## src/rtl/led_scan_driver.sv

```systemverilog
// led_scan_driver: multiplexed 7-segment scan driver with shadow/active data registers.
// Ports: clk, reset (sync, active-high); load strobes din (4 bits per digit) and blank
// (1 bit per digit) into the shadow register; an = one-hot digit enables, seg = a..g
// (both inverted when ACTIVE_LOW); dig_sel = index of the current digit slot.
module led_scan_driver #(
    parameter int DIGITS      = 4,
    parameter int REFRESH_CNT = 50000,
    parameter int DEAD        = 2,
    parameter int ACTIVE_LOW  = 1
) (
    input  logic                      clk,
    input  logic                      reset,
    input  logic                      load,
    input  logic [4*DIGITS-1:0]       din,
    input  logic [DIGITS-1:0]         blank,
    output logic [DIGITS-1:0]         an,
    output logic [6:0]                seg,
    output logic [$clog2(DIGITS)-1:0] dig_sel
);
    localparam int CW = $clog2(REFRESH_CNT);
    localparam int IW = $clog2(DIGITS);
    localparam logic [DIGITS-1:0] AN_OFF = {DIGITS{ACTIVE_LOW != 0}};
    localparam logic [6:0] SEG_OFF = {7{ACTIVE_LOW != 0}};
    localparam logic [6:0] SEG_LUT [16] = '{
        7'b1111110, 7'b0110000, 7'b1101101, 7'b1111001,
        7'b0110011, 7'b1011011, 7'b1011111, 7'b1110000,
        7'b1111111, 7'b1111011, 7'b1110111, 7'b0011111,
        7'b1001110, 7'b0111101, 7'b1001111, 7'b1000111
    };

    logic [CW-1:0]       cnt_q, cnt_d;
    logic [IW-1:0]       idx_q, idx_d;
    logic [4*DIGITS-1:0] sh_din_q, sh_din_d, act_din_q, act_din_d;
    logic [DIGITS-1:0]   sh_blank_q, sh_blank_d, act_blank_q, act_blank_d;
    logic [DIGITS-1:0]   an_q, an_d;
    logic [6:0]          seg_q, seg_d;
    logic                boundary, lit;
    logic [3:0]          nib;

    always_comb begin
        boundary    = cnt_q == CW'(REFRESH_CNT - 1);
        cnt_d       = boundary ? '0 : cnt_q + 1'b1;
        idx_d       = boundary ? (idx_q == IW'(DIGITS - 1) ? '0 : idx_q + 1'b1) : idx_q;
        sh_din_d    = load ? din : sh_din_q;
        sh_blank_d  = load ? blank : sh_blank_q;
        // the shadow's next value already carries a coincident load, giving the bypass
        act_din_d   = boundary ? sh_din_d : act_din_q;
        act_blank_d = boundary ? sh_blank_d : act_blank_q;
        nib         = act_din_q[{idx_q, 2'b00} +: 4];
        lit         = cnt_q >= CW'(DEAD) && !act_blank_q[idx_q];
        an_d        = (lit ? DIGITS'(1) << idx_q : '0) ^ AN_OFF;
        seg_d       = (lit ? SEG_LUT[nib] : 7'b0) ^ SEG_OFF;
    end

    always_ff @(posedge clk) begin
        if (reset) begin
            cnt_q       <= '0;
            idx_q       <= '0;
            sh_din_q    <= '0;
            sh_blank_q  <= '1;
            act_din_q   <= '0;
            act_blank_q <= '1;
            an_q        <= AN_OFF;
            seg_q       <= SEG_OFF;
        end else begin
            cnt_q       <= cnt_d;
            idx_q       <= idx_d;
            sh_din_q    <= sh_din_d;
            sh_blank_q  <= sh_blank_d;
            act_din_q   <= act_din_d;
            act_blank_q <= act_blank_d;
            an_q        <= an_d;
            seg_q       <= seg_d;
        end
    end

    assign an      = an_q;
    assign seg     = seg_q;
    assign dig_sel = idx_q;
endmodule
```

## config.mk

```make
export PLATFORM = sky130hd
export DESIGN_NAME = led_scan_driver
export DESIGN_NICKNAME = d
export VERILOG_FILES = /design/src/rtl/led_scan_driver.sv
export SDC_FILE = /design/constraint.sdc
export NUM_CORES = 1
export LEC_CHECK = 0
export ABC_AREA = 1
export ABC_CLOCK_PERIOD_IN_PS = 3800
export CAP_MARGIN = 10
export CORE_ASPECT_RATIO = 2
export CORE_UTILIZATION = 50
export DETAILED_ROUTE_END_ITERATION = 10
export PLACE_DENSITY = 0.72
export SYNTH_ARGS = -nofsm -noshare
export SYNTH_HDL_FRONTEND = slang
export SYNTH_SLANG_ARGS = --single-unit
```

## constraint.sdc

```tcl
create_clock -name clk -period 3.8 [get_ports clk]
set_input_delay 1.14 -clock clk [delete_from_list [all_inputs] [get_ports clk]]
set_output_delay 1.14 -clock clk [all_outputs]
set_load 0.01 [all_outputs]
```

==> metrics.txt <==
final-report max-slew violation count=0; initial core utilization=0.525; WP buf/inv=1; headroom to the max-slew limit=0.579; number of sinks handled by clock tree synthesis=just under 70; worst-case reg-to-reg path depth=10; htree depth=3; Placed Cells incl. Taps=555; detailed router's first-iteration violation count=~110; pin slew with the least headroom to its limit=~0.63 ns; dominant delay contributor by cell family on the critical path=flip-flops; hold crit path type=reg -> reg; initial antenna violation count=0; number of antenna repair diodes=0; length of the first detailed-routing pass in iterations=4; instance count of the mapped netlist=448; sum of overflow across all layers after global routing=0; Worst Setup Path Type=reg -> out; buffers from clock root to sink, at most=2; number of instances resized during post-cts repair=0; Inserted Clock Buffers=9; Layout area overhead=19.8%; maximum cell stage delay along the critical path=0.72 ns; post-route standard cell area excluding fillers=~3800 um2; Avg Synthesized Cell Area=between 7 and 8 um2; post-layout utilization of the core=0.629; DP HPWL=5.12 mm; Seq/Total Area, Yosys=0.434; endpoint required time on the critical path=2.66 ns; Clock Latency Late Sink=0.32 ns; post-synthesis net count=between 400 and 500; placed cell areas=3540 um2; fin nets=between 500 and 600; async set or reset register ratio after synthesis=0; post-detailed-route DRC marker count=0; pin count of the biggest net entering global routing=36; cell type with the largest total area after synthesis=sky130_fd_sc_hd__dfxtp_1; count of hold buffers inserted by post-cts repair=0; register clock-pin slew on the reported worst setup and hold paths=0.05 ns; count of final hold-check violations=0; run status=completed; top cells by instance count after synthesis=sky130_fd_sc_hd__nand2_1 (157), sky130_fd_sc_hd__dfxtp_1 (69), sky130_fd_sc_hd__inv_1 (51); share of post-route cells with drive strength above 1=0.0760; Via-to-Cell Ratio=4.95; most frequently used cell type in the post-synthesis netlist=sky130_fd_sc_hd__nand2_1; critical path cell sequence=clkdlybuf4s50_1; number of unique standard cell types used by synthesis=28; total power per unit cell area=just over 400 nW/um2; number of cells in the finished layout apart from fillers=571; startpoint of the worst-slack reg-to-reg timing path=dig_sel[0]$_SDFFE_PP0P_; Final period util=0.749; Port Buffer Count=35; post-route minimum period=roughly 2.8 ns; Crit-path slowest cell=sky130_fd_sc_hd__dfxtp_1; Worst IR Drop VDD=0.284 mV; y dimension of the die=115 um; post-synthesis register bit count=just under 70; Routed Wire Length=6.95 mm; Reg-to-Reg End=seg[6]$_SDFF_PP1_; RSZ-0062 raised after global routing=no; area fraction of the dominant cell type after synthesis=0.434; total setup violations reported at the end of the flow=0; CP endpoint kind=output pin; number of synthesized flops with an enable pin=0; via count of the first global-routing pass=2727; ranking of synthesized cells by area=sky130_fd_sc_hd__dfxtp_1 (43%), sky130_fd_sc_hd__nand2_1 (19%), sky130_fd_sc_hd__inv_1 (6.0%); CTS Root Cell=sky130_fd_sc_hd__clkbuf_16; total of fill cells in the finished design=567; die area=6700 um2; Max Cap Violations=0; summed instance area of the synthesized netlist=3180 um2; endpoint with the worst hold slack=act_blank_q[0]$_SDFFE_PP1P_; number of warnings reported in the yosys synthesis log=0; final total negative setup slack=0 ns; final RePlAce weighted congestion=0.894; core footprint=6060 um2; CTS tree=done; largest fanout on the critical path=16; setup slack, reg-to-reg=1.53 ns; die width=58.4 um; Peak Freq=351 MHz; top_reg_cell synth=sky130_fd_sc_hd__dfxtp_1; all-layer global routing usage=0.233; count of nets left with antenna violations after detail routing=0; wire length of the first global-routing pass=between 10 and 15 mm; top-level port count=36; leakage power figure=0.00181 uW; Worst Min Path Start=act_blank_q[0]$_SDFFE_PP1P_; endpoint arrival time on the critical path=1.71 ns; number of cells on the worst hold path=2; setup clock skew after layout=0.00394 ns; via total after detailed routing=2829; number of rows in the core area=40; routed len/inst=12.2 um; critical path startpoint category=flop; Post-CTS Setup Inserts=0
-- sequential cells by signal, indices dropped and copies added (netlist names) --
name and count:
act_din_q 16, an 4, cnt_q 16, dig_sel 2, seg 7, sh_blank_q 4
sh_din_q 16, act_blank_q 4
-- where the power goes --
group | internal [uW] | switching [uW] | leakage, uW
combinational | 37.2 | 44.0 | 0.00111
clock | 477 | 279 | 0.000134
sequential | 739 | 5.89 | 0.000561
total | 1250 | 329 | 0.00181
-- cells by family after synthesis --
| group | synth area share |
|---|---|
| buf+inv | 0.102 |
| fa+ha+maj | 0.0472 |
| compound gates | 0.0760 |
| simple gates | 0.338 |
| flops | 0.434 |
| xor+xnor | 0.00276 |
-- cell usage in the layout (no fill, tap or decap) --
master                              n
sky130_fd_sc_hd__nand2_1          157
sky130_fd_sc_hd__dfxtp_1           69
sky130_fd_sc_hd__inv_1             51
sky130_fd_sc_hd__nor2_1            49
sky130_fd_sc_hd__clkdlybuf4s50_1   35
sky130_fd_sc_hd__nand3_1           32
sky130_fd_sc_hd__a21oi_1           17
sky130_fd_sc_hd__ha_1              12
sky130_fd_sc_hd__o21ai_0           11
sky130_fd_sc_hd__clkbuf_16          9
sky130_fd_sc_hd__a21oi_2            7
sky130_fd_sc_hd__nor3_1             4
sky130_fd_sc_hd__a22oi_1            4
sky130_fd_sc_hd__clkbuf_1           4
sky130_fd_sc_hd__inv_2              3
sky130_fd_sc_hd__nand2_2            3
sky130_fd_sc_hd__nor2_2             2
sky130_fd_sc_hd__nand2_4            2
sky130_fd_sc_hd__or2_2              2
sky130_fd_sc_hd__o21ai_1            2
sky130_fd_sc_hd__clkbuf_8           2
sky130_fd_sc_hd__buf_4              2
sky130_fd_sc_hd__nand4_2            1
sky130_fd_sc_hd__xor2_1             1
sky130_fd_sc_hd__inv_6              1
sky130_fd_sc_hd__nand3_4            1
sky130_fd_sc_hd__nand3_2            1
sky130_fd_sc_hd__nand4_1            1
sky130_fd_sc_hd__nor3b_1            1
sky130_fd_sc_hd__clkinv_2           1
-- layout make-up --
| cell class | count | area (um2) | share of cell area |
|---|---|---|---|
| repair buffers | 37 | 365 | 0.0959 |
| well taps | 84 | 105 | 0.0276 |
| clock inverters | 1 | 5.00 | 0.00131 |
| clock buffers | 15 | 268 | 0.0703 |
| inverters | 55 | 211 | 0.0555 |
| flip-flops and latches | 69 | 1380 | 0.363 |
| multi-input cells | 310 | 1470 | 0.387 |
-- stage by stage --
step | setup WS, ns | hold slack, ns | power, uW
2_1_floorplan | 1.89 | 0.421 | 808
3_3_place_gp | 1.07 | 0.439 | 841
3_5_place_dp | 1.07 | 0.441 | 842
4_1_cts | 0.943 | 0.454 | 1600
5_1_grt | 0.888 | 0.462 | 1640
6_report | 0.953 | 0.447 | 1580
-- layer usage --
layer	GRT usage	part of all wire	up-vias
met1	0.230	0.37	1310
li1	-	-	1448
met3	0.0540	0.023	15
met2	0.432	0.58	56
met4	0.124	0.023	0
met5	0	0	-
-- worst max path at each step --
stage / depth (start not counted) / end / start
after floorplan: 5 / act_blank_q[0]$_SDFFE_PP1P_ / reset
after global placement: 7 / act_din_q[0]$_SDFFE_PP0P_ / load
after detailed placement: 7 / act_din_q[14]$_SDFFE_PP0P_ / load
after CTS: 1 / dig_sel[0] / dig_sel[0]$_SDFFE_PP0P_
after global routing: 1 / dig_sel[0] / dig_sel[0]$_SDFFE_PP0P_
final: 1 / dig_sel[0] / dig_sel[0]$_SDFFE_PP0P_
Note: power is estimated with default switching activity, not from simulation.
